--- src/rtl/serial_subtractor_ctrl.sv ---
// Bit-serial WIDTH-bit unsigned subtractor (A - B): one 1-bit subtract cell, LSB first, start/busy/done handshake.
// Optional build macro SERIAL_SUB_SATURATE_EN: clamp D to zero whenever the final borrow is set.
module serial_subtractor_ctrl #(
    parameter int WIDTH = 8
) (
    input  logic             clk,
    input  logic             rst_n,
    input  logic             start,
    input  logic [WIDTH-1:0] A,
    input  logic [WIDTH-1:0] B,
    output logic             busy,
    output logic             done,
    output logic [WIDTH-1:0] D,
    output logic             Br
);

    localparam int CW = $clog2(WIDTH) + 1;

    localparam logic [1:0] ST_IDLE = 2'd0;
    localparam logic [1:0] ST_RUN  = 2'd1;
    localparam logic [1:0] ST_DONE = 2'd2;

    // Single-bit subtract stage, returns {borrow_out, difference}
    function automatic logic [1:0] sub_cell(input logic a, input logic b, input logic bin);
        logic diff;
        logic bout;
        diff = a ^ b ^ bin;
        bout = (~a & b) | (~(a ^ b) & bin);
        return {bout, diff};
    endfunction

    logic [1:0]       r_state;
    logic [WIDTH-1:0] r_sha;
    logic [WIDTH-1:0] r_shb;
    logic [WIDTH-1:0] r_res;
    logic             r_bor;
    logic [CW-1:0]    r_cnt;
    logic             r_busy;
    logic             r_done;
    logic [WIDTH-1:0] r_d;
    logic             r_br;

    logic [1:0]       w_cell;
    logic [WIDTH-1:0] w_res_next;
    logic [WIDTH-1:0] w_d_final;
    logic             w_last;

    // Current bit-cell result and the value D would take on the final RUN edge
    always_comb begin
        w_cell     = sub_cell(r_sha[0], r_shb[0], r_bor);
        w_res_next = {w_cell[0], r_res[WIDTH-1:1]};
        w_last     = (r_cnt == CW'(WIDTH - 1));
`ifdef SERIAL_SUB_SATURATE_EN
        if (w_cell[1]) begin
            w_d_final = {WIDTH{1'b0}};
        end else begin
            w_d_final = w_res_next;
        end
`else
        w_d_final = w_res_next;
`endif
    end

    // Sequencer: operand capture, per-bit shift, completion load and done pulse
    always_ff @(posedge clk) begin
        if (!rst_n) begin
            r_state <= ST_IDLE;
            r_sha   <= {WIDTH{1'b0}};
            r_shb   <= {WIDTH{1'b0}};
            r_res   <= {WIDTH{1'b0}};
            r_bor   <= 1'b0;
            r_cnt   <= {CW{1'b0}};
            r_busy  <= 1'b0;
            r_done  <= 1'b0;
            r_d     <= {WIDTH{1'b0}};
            r_br    <= 1'b0;
        end else begin
            case (r_state)
                ST_IDLE: begin
                    r_done <= 1'b0;
                    if (start) begin
                        r_sha   <= A;
                        r_shb   <= B;
                        r_res   <= {WIDTH{1'b0}};
                        r_bor   <= 1'b0;
                        r_cnt   <= {CW{1'b0}};
                        r_busy  <= 1'b1;
                        r_state <= ST_RUN;
                    end else begin
                        r_state <= ST_IDLE;
                    end
                end
                ST_RUN: begin
                    r_sha <= {1'b0, r_sha[WIDTH-1:1]};
                    r_shb <= {1'b0, r_shb[WIDTH-1:1]};
                    r_res <= w_res_next;
                    r_bor <= w_cell[1];
                    r_cnt <= r_cnt + CW'(1);
                    if (w_last) begin
                        r_d     <= w_d_final;
                        r_br    <= w_cell[1];
                        r_busy  <= 1'b0;
                        r_done  <= 1'b1;
                        r_state <= ST_DONE;
                    end else begin
                        r_state <= ST_RUN;
                    end
                end
                ST_DONE: begin
                    r_done  <= 1'b0;
                    r_state <= ST_IDLE;
                end
                default: begin
                    r_busy  <= 1'b0;
                    r_done  <= 1'b0;
                    r_state <= ST_IDLE;
                end
            endcase
        end
    end

    assign busy = r_busy;
    assign done = r_done;
    assign D    = r_d;
    assign Br   = r_br;

endmodule
--- config.mk ---
export PLATFORM = sky130hd
export DESIGN_NAME = serial_subtractor_ctrl
export DESIGN_NICKNAME = d
export VERILOG_FILES = /design/src/rtl/serial_subtractor_ctrl.sv
export SDC_FILE = /design/constraint.sdc
export NUM_CORES = 1
export LEC_CHECK = 0
export ABC_AREA = 1
export BUFFER_PORTS_ARGS = -buffer_cell sky130_fd_sc_hd__buf_2
export CAP_MARGIN = 10
export CORE_ASPECT_RATIO = 0.8
export CORE_MARGIN = 2
export CORE_UTILIZATION = 45
export DETAILED_ROUTE_END_ITERATION = 8
export PLACE_DENSITY = 0.7
export SLEW_MARGIN = 30
export SYNTH_ARGS = -nofsm -noshare
export SYNTH_HDL_FRONTEND = slang
export SYNTH_SLANG_ARGS = --single-unit
--- constraint.sdc ---
create_clock -name clk -period 2.71 [get_ports clk]
set_input_delay 0.271 -clock clk [delete_from_list [all_inputs] [get_ports clk]]
set_output_delay 0.271 -clock clk [all_outputs]
set_load 0.005 [all_outputs]
---- Word level (Yosys, flattened, before mapping) ----
Index checks and enable logic that the tools add are counted.
operators by class
  $add $sub $neg .......................... 1
  equality and inequality tests ........... 5
  mux-type cells .......................... 16
  bitwise gates (word level) .............. 8
  reduce and logical (&&, ||, !) cells .... 6
operators with widths
  kind                   count
  $pmux W8 S2            3
  $mux W8                3
  $pmux W4 S2            1
  $reduce_and A2 Y1      3
  $add A4 B1 Y4 const B  1
  $eq A4 B3 Y1 const B   1
  $mux W1                4
  $mux W4                1
  $ne A2 B2 Y1 const B   2
  $pmux W2 S2            1
  $not A1 Y1             3
  $pmux W1 S3            1
  $reduce_and A3 Y1      1
  $and A1 B1 Y1          2
  $eq A2 B1 Y1 const B   1
  $eq A2 B2 Y1 const B   1
  $logic_not A2 Y1       1
  $mux W2                1
  $pmux W1 S2            1
  $reduce_bool A2 Y1     1
  $xor A1 B1 Y1          2
  $or A1 B1 Y1           1
storage, ports and cells
  register bits after elaboration ......... 42
  output and inout bits ................... 11

---- Logic depth before layout (Yosys ltp) ----
  depth in word-level cells ............... 5
  depth in mapped cells ................... 7
  depth with buffers taken out ............ 6

---- Least setup slack after synthesis ----
No wires, ideal clock.
  kind .................................... register to register
  start point ............................. register r_cnt[0]
  end point ............................... register r_br, in the netlist Br
  setup time .............................. 113 ps
  arrival ................................. 1024 ps
  required time ........................... 2597 ps
  path slack .............................. 1573 ps
  cell stages (with the launch flop) ...... 7
  buffers on the path ..................... 0
  path through ............................ dfxtp_1 > ha_1 > nand2_1 > nor2_2 > nand3_1 > nand2_1 > nor2_1
between the ends
  cells in the longest elaborated chain, start to end .. 2
ends and longest elaborated chain
  what                                RTL line  text
  start, declared                     37        logic [CW-1:0] r_cnt;
  start signal, assigned              72        r_cnt <= {CW{1'b0}};
  start signal, assigned              86        r_cnt <= {CW{1'b0}};
  start signal, assigned              98        r_cnt <= r_cnt + CW'(1);
  $eq A4 B3 Y1                        52        w_last = (r_cnt == CW'(WIDTH - 1));
  $reduce_and A2 Y1 (no source line)  -
  end signal, assigned                101       r_br <= w_cell[1];
  end, declared                       41        logic r_br;
Every way passes these cells.
A chain may end at the register's enable or synchronous reset.

---- Worst setup path in the final report ----
  start point ............................. register r_state[0]
  end point ............................... register r_busy, in the netlist busy
between the ends
  cells in the longest elaborated chain, start to end .. 3
ends and longest elaborated chain
  what                                                                RTL line  text
  start, declared                                                     32        logic [1:0] r_state;
  start signal, assigned                                              67        r_state <= ST_IDLE;
  start signal, assigned                                              88        r_state <= ST_RUN;
  start signal, assigned                                              90        r_state <= ST_IDLE;
  $eq A2 B1 Y1, or another cell as far along                          78        case (r_state)
  $ne A2 B2 Y1 (no source line) / $not A1 Y1 (equally long branches)  -
  $reduce_and A3 Y1 (no source line)                                  -
  end signal, assigned                                                73        r_busy <= 1'b0;
  end signal, assigned                                                87        r_busy <= 1'b1;
  end signal, assigned                                                102       r_busy <= 1'b0;
  end, declared                                                       38        logic r_busy;
Parallel ways exist; a longest one is shown, timed or not.

==> results.tsv <==
stage	metric	value	unit
critical_path	Reg2Reg Depth	5	
critical_path	critical path peak fanout	19	
sta	fin crit share	0.603	
critical_path	reg2reg start	r_state[0]	
critical_path	FF-to-FF End	busy	
critical_path	Critical Path, Cell by Cell	inv_1 -> nor2_2 -> buf_4 -> nand2_1 -> a21oi_1	
critical_path	CP peak stage delay	0.57	ns
job	max-cap viol count	0	
grt	GRT Total Usage	0.172	
logic_synthesis	Synth Warn #	0	
floorplanning	Die Y-Extent	59.9	µm
finish	antenna diode count	0	
routing	drt first pass iters	4	
sta	Worst Tran Pin Value	0.737	ns
hold_path	Hold Path Origin	B[7]	
hold_path	HP Class	in2reg	
sta	setup TNS	0	ns
critical_path	FF-to-FF setup slack	1.08	ns
finish	Core Util, Final	0.529	
clocking	Num CTS Buffers	5	
floorplanning	Initial Util	0.466	
power_and_ir_drop	Sw Ratio	0.253	
routing	antenna viol nets, final	0	
clocking	clock buffer depth	2	
hold_path	hold path cells	3	
hold_path	Hold Path End	r_shb[7]	
sta	highest clock rate	612	MHz
power_and_ir_drop	share of power burned in registers	0.568	
logic_synthesis	Mean Syn Cell Area	7.07	µm²
routing	vias per cell	4.61	
routing	via count	1522	
clocking	Sink Count	41	
floorplanning	Die X	73.9	µm
power_and_ir_drop	Leakage	0.889	nW
sta	worst hold slack	0.225	ns
clocking	clk slew on worst S/H paths	0.07	ns
finish	most common cell after layout, fill and taps aside	nor2_1	
status	status	completed	
critical_path	CP max stage cell	nor2_2	
floorplanning	Rows	20	
power_and_ir_drop	clock network power share	0.316	
grt	pin count of the biggest net entering global routing	38	
logic_synthesis	Gate Count Post-Synth	249	
floorplanning	Ports	30	
clocking	cts hold-fix bufs	0	
sta	Final Skew	0.00839	ns
power_and_ir_drop	P_sw	0.000288	W
sta	Worst slew margin	0.508	
grt	vias in the first global route	1318	
critical_path	crit path launch type	flip-flop	
logic_synthesis	synth unique cells	18	
critical_path	CP required	2.93	ns
logic_synthesis	Yosys reg bits	41	
routing	DR DRC count	0	
grt	GRT overflow	0	
sta	RSZ-0062 raised after global routing	no	
clocking	PostCTS Resize Cnt	0	
floorplanning	core box area	0.00378	mm²
grt	antenna violations before repair	0	
finish	# nets final	297	
logic_synthesis	post-synthesis sequential area ratio	0.466	
logic_synthesis	top post-synthesis cells by area	dfxtp_1 47%, nor2_1 11%, nand2_1 11%	
logic_synthesis	Syn Std Cell Area	0.00176	mm²
place	GPL Wtd Cong	0.726	
power_and_ir_drop	maximum VDD drop	0.272	mV
floorplanning	die area	0.00443	mm²
critical_path	Setup Crit Path Kind	reg2reg	
critical_path	delay-heaviest family, CP	simple AND/OR/NAND/NOR gates	
power_and_ir_drop	Pint	0.000850	W
power_and_ir_drop	Comb pwr share	0.116	
critical_path	Crit path buffers/inverters	2	
finish	share of post-route cells with drive strength above 1	0.149	
place	Post-DP HPWL	2.26	mm
logic_synthesis	post-synth top area cell	dfxtp_1	
routing	DR WL/cell	10.2	µm
logic_synthesis	Yosys top cell area share	0.466	
place	count of input and output buffers	29	
logic_synthesis	Syn Nets	270	
sta	Final setup viols	0	
clocking	Max H-tree Level	2	
sta	Max Slew Vio Count	0	
sta	final hold vios	0	
clocking	Post-CTS Setup Inserts	0	
sta	minimum clock period	1.63	ns
clocking	Worst-Skew Late Latency	0.29	ns
grt	first-pass GRT wire length	5.66	mm
critical_path	endpoint type of the worst setup path	flip-flop	
routing	initial detailed-routing violation count	58	
critical_path	crit path DAT	1.85	ns
finish	most frequent cells in the layout	53 x nor2_1, 52 x nand2_1, 41 x dfxtp_1, 29 x buf_2, 27 x nand3_1	
finish	Area growth, synth to finish	13.6	%
power_and_ir_drop	pwr dens	569	mW/mm²
routing	drt total wl	3.38	mm
clocking	CTS root buf	clkbuf_8	
clocking	CTS tree	done	
## tightest hold or removal path: stages
cell,delay [ns]
buf_2,0.09
nand2_1,0.05
a21oi_1,0.05
## registers in the layout (all words and copies together) (netlist names), 2 cells and up
signal   cells
r_shb        8
r_state      2
r_res        7
D            8
r_cnt        4
r_sha        8
## synth_stat cells, drive strengths merged
cell type,instances
nor2,56
nand2,53
dfxtp,41
nand3,27
inv,26
o21ai,15
nand3b,11
buf,8
a21oi,7
clkbuf,3
fa,1
ha,1
## stage by stage
step / cells / area, µm² / power (W) / setup slack, ns
2_1_floorplan: 249 / 1760 / 0.000761 / 1.57
3_3_place_gp: 324 / 1930 / 0.000792 / 1.08
3_5_place_dp: 324 / 1930 / 0.000793 / 1.09
4_1_cts: 330 / 2000 / 0.00115 / 1.07
5_1_grt: 330 / 2000 / 0.00121 / 0.918
6_report: 330 / 2000 / 0.00114 / 1.08
## power groups by stage
stage               combinational (W)  clock, W  sequential [W]
finish                       0.000132  0.000359        0.000646
global route                 0.000154  0.000405        0.000650
CTS                          0.000134  0.000373        0.000646
detailed placement           0.000133         0        0.000660
global placement             0.000132         0        0.000659
floorplan                    0.000104         0        0.000657
## kinds of logic after synthesis
family          after synthesis  share of synthesized area
simple gates                147                      0.362
flops                        41                      0.466
buf+inv                      37                     0.0910
compound gates               22                     0.0625
fa+ha+maj                     2                     0.0185
## worst max path at each step
stage | end | cells past startpoint | startpoint | slack (ns)
CTS | busy | 5 | r_state[0] | 1.07
detailed placement | busy | 5 | r_state[0] | 1.09
global placement | busy | 5 | r_state[0] | 1.08
finish | busy | 5 | r_state[0] | 1.08
global route | r_res[2] | 4 | r_state[0] | 0.92
floorplan | Br | 6 | r_cnt[0] | 1.57
## area by class of cell
class                      instances  area [µm²]
multi-input combinational        171         779
fill                             372        1780
tap                               55        68.8
clock inverter                     1        5.00
timing repair buffer              31         160
inverter                          26        97.6
sequential                        41         821
clock buffer                       5        68.8
## layer usage
layer | vias to the layer above | wire, µm | global-route usage | part of all wire
met1 | 669 | 1780 | 0.213 | 0.53
met3 | 4 | 117 | 0.0523 | 0.035
li1 | 826 | - | - | -
met4 | 0 | 48 | 0.0935 | 0.014
met5 | - | 0 | 0 | 0
met2 | 23 | 1430 | 0.268 | 0.42
No activity file was read; power rests on OpenSTA's default activity.
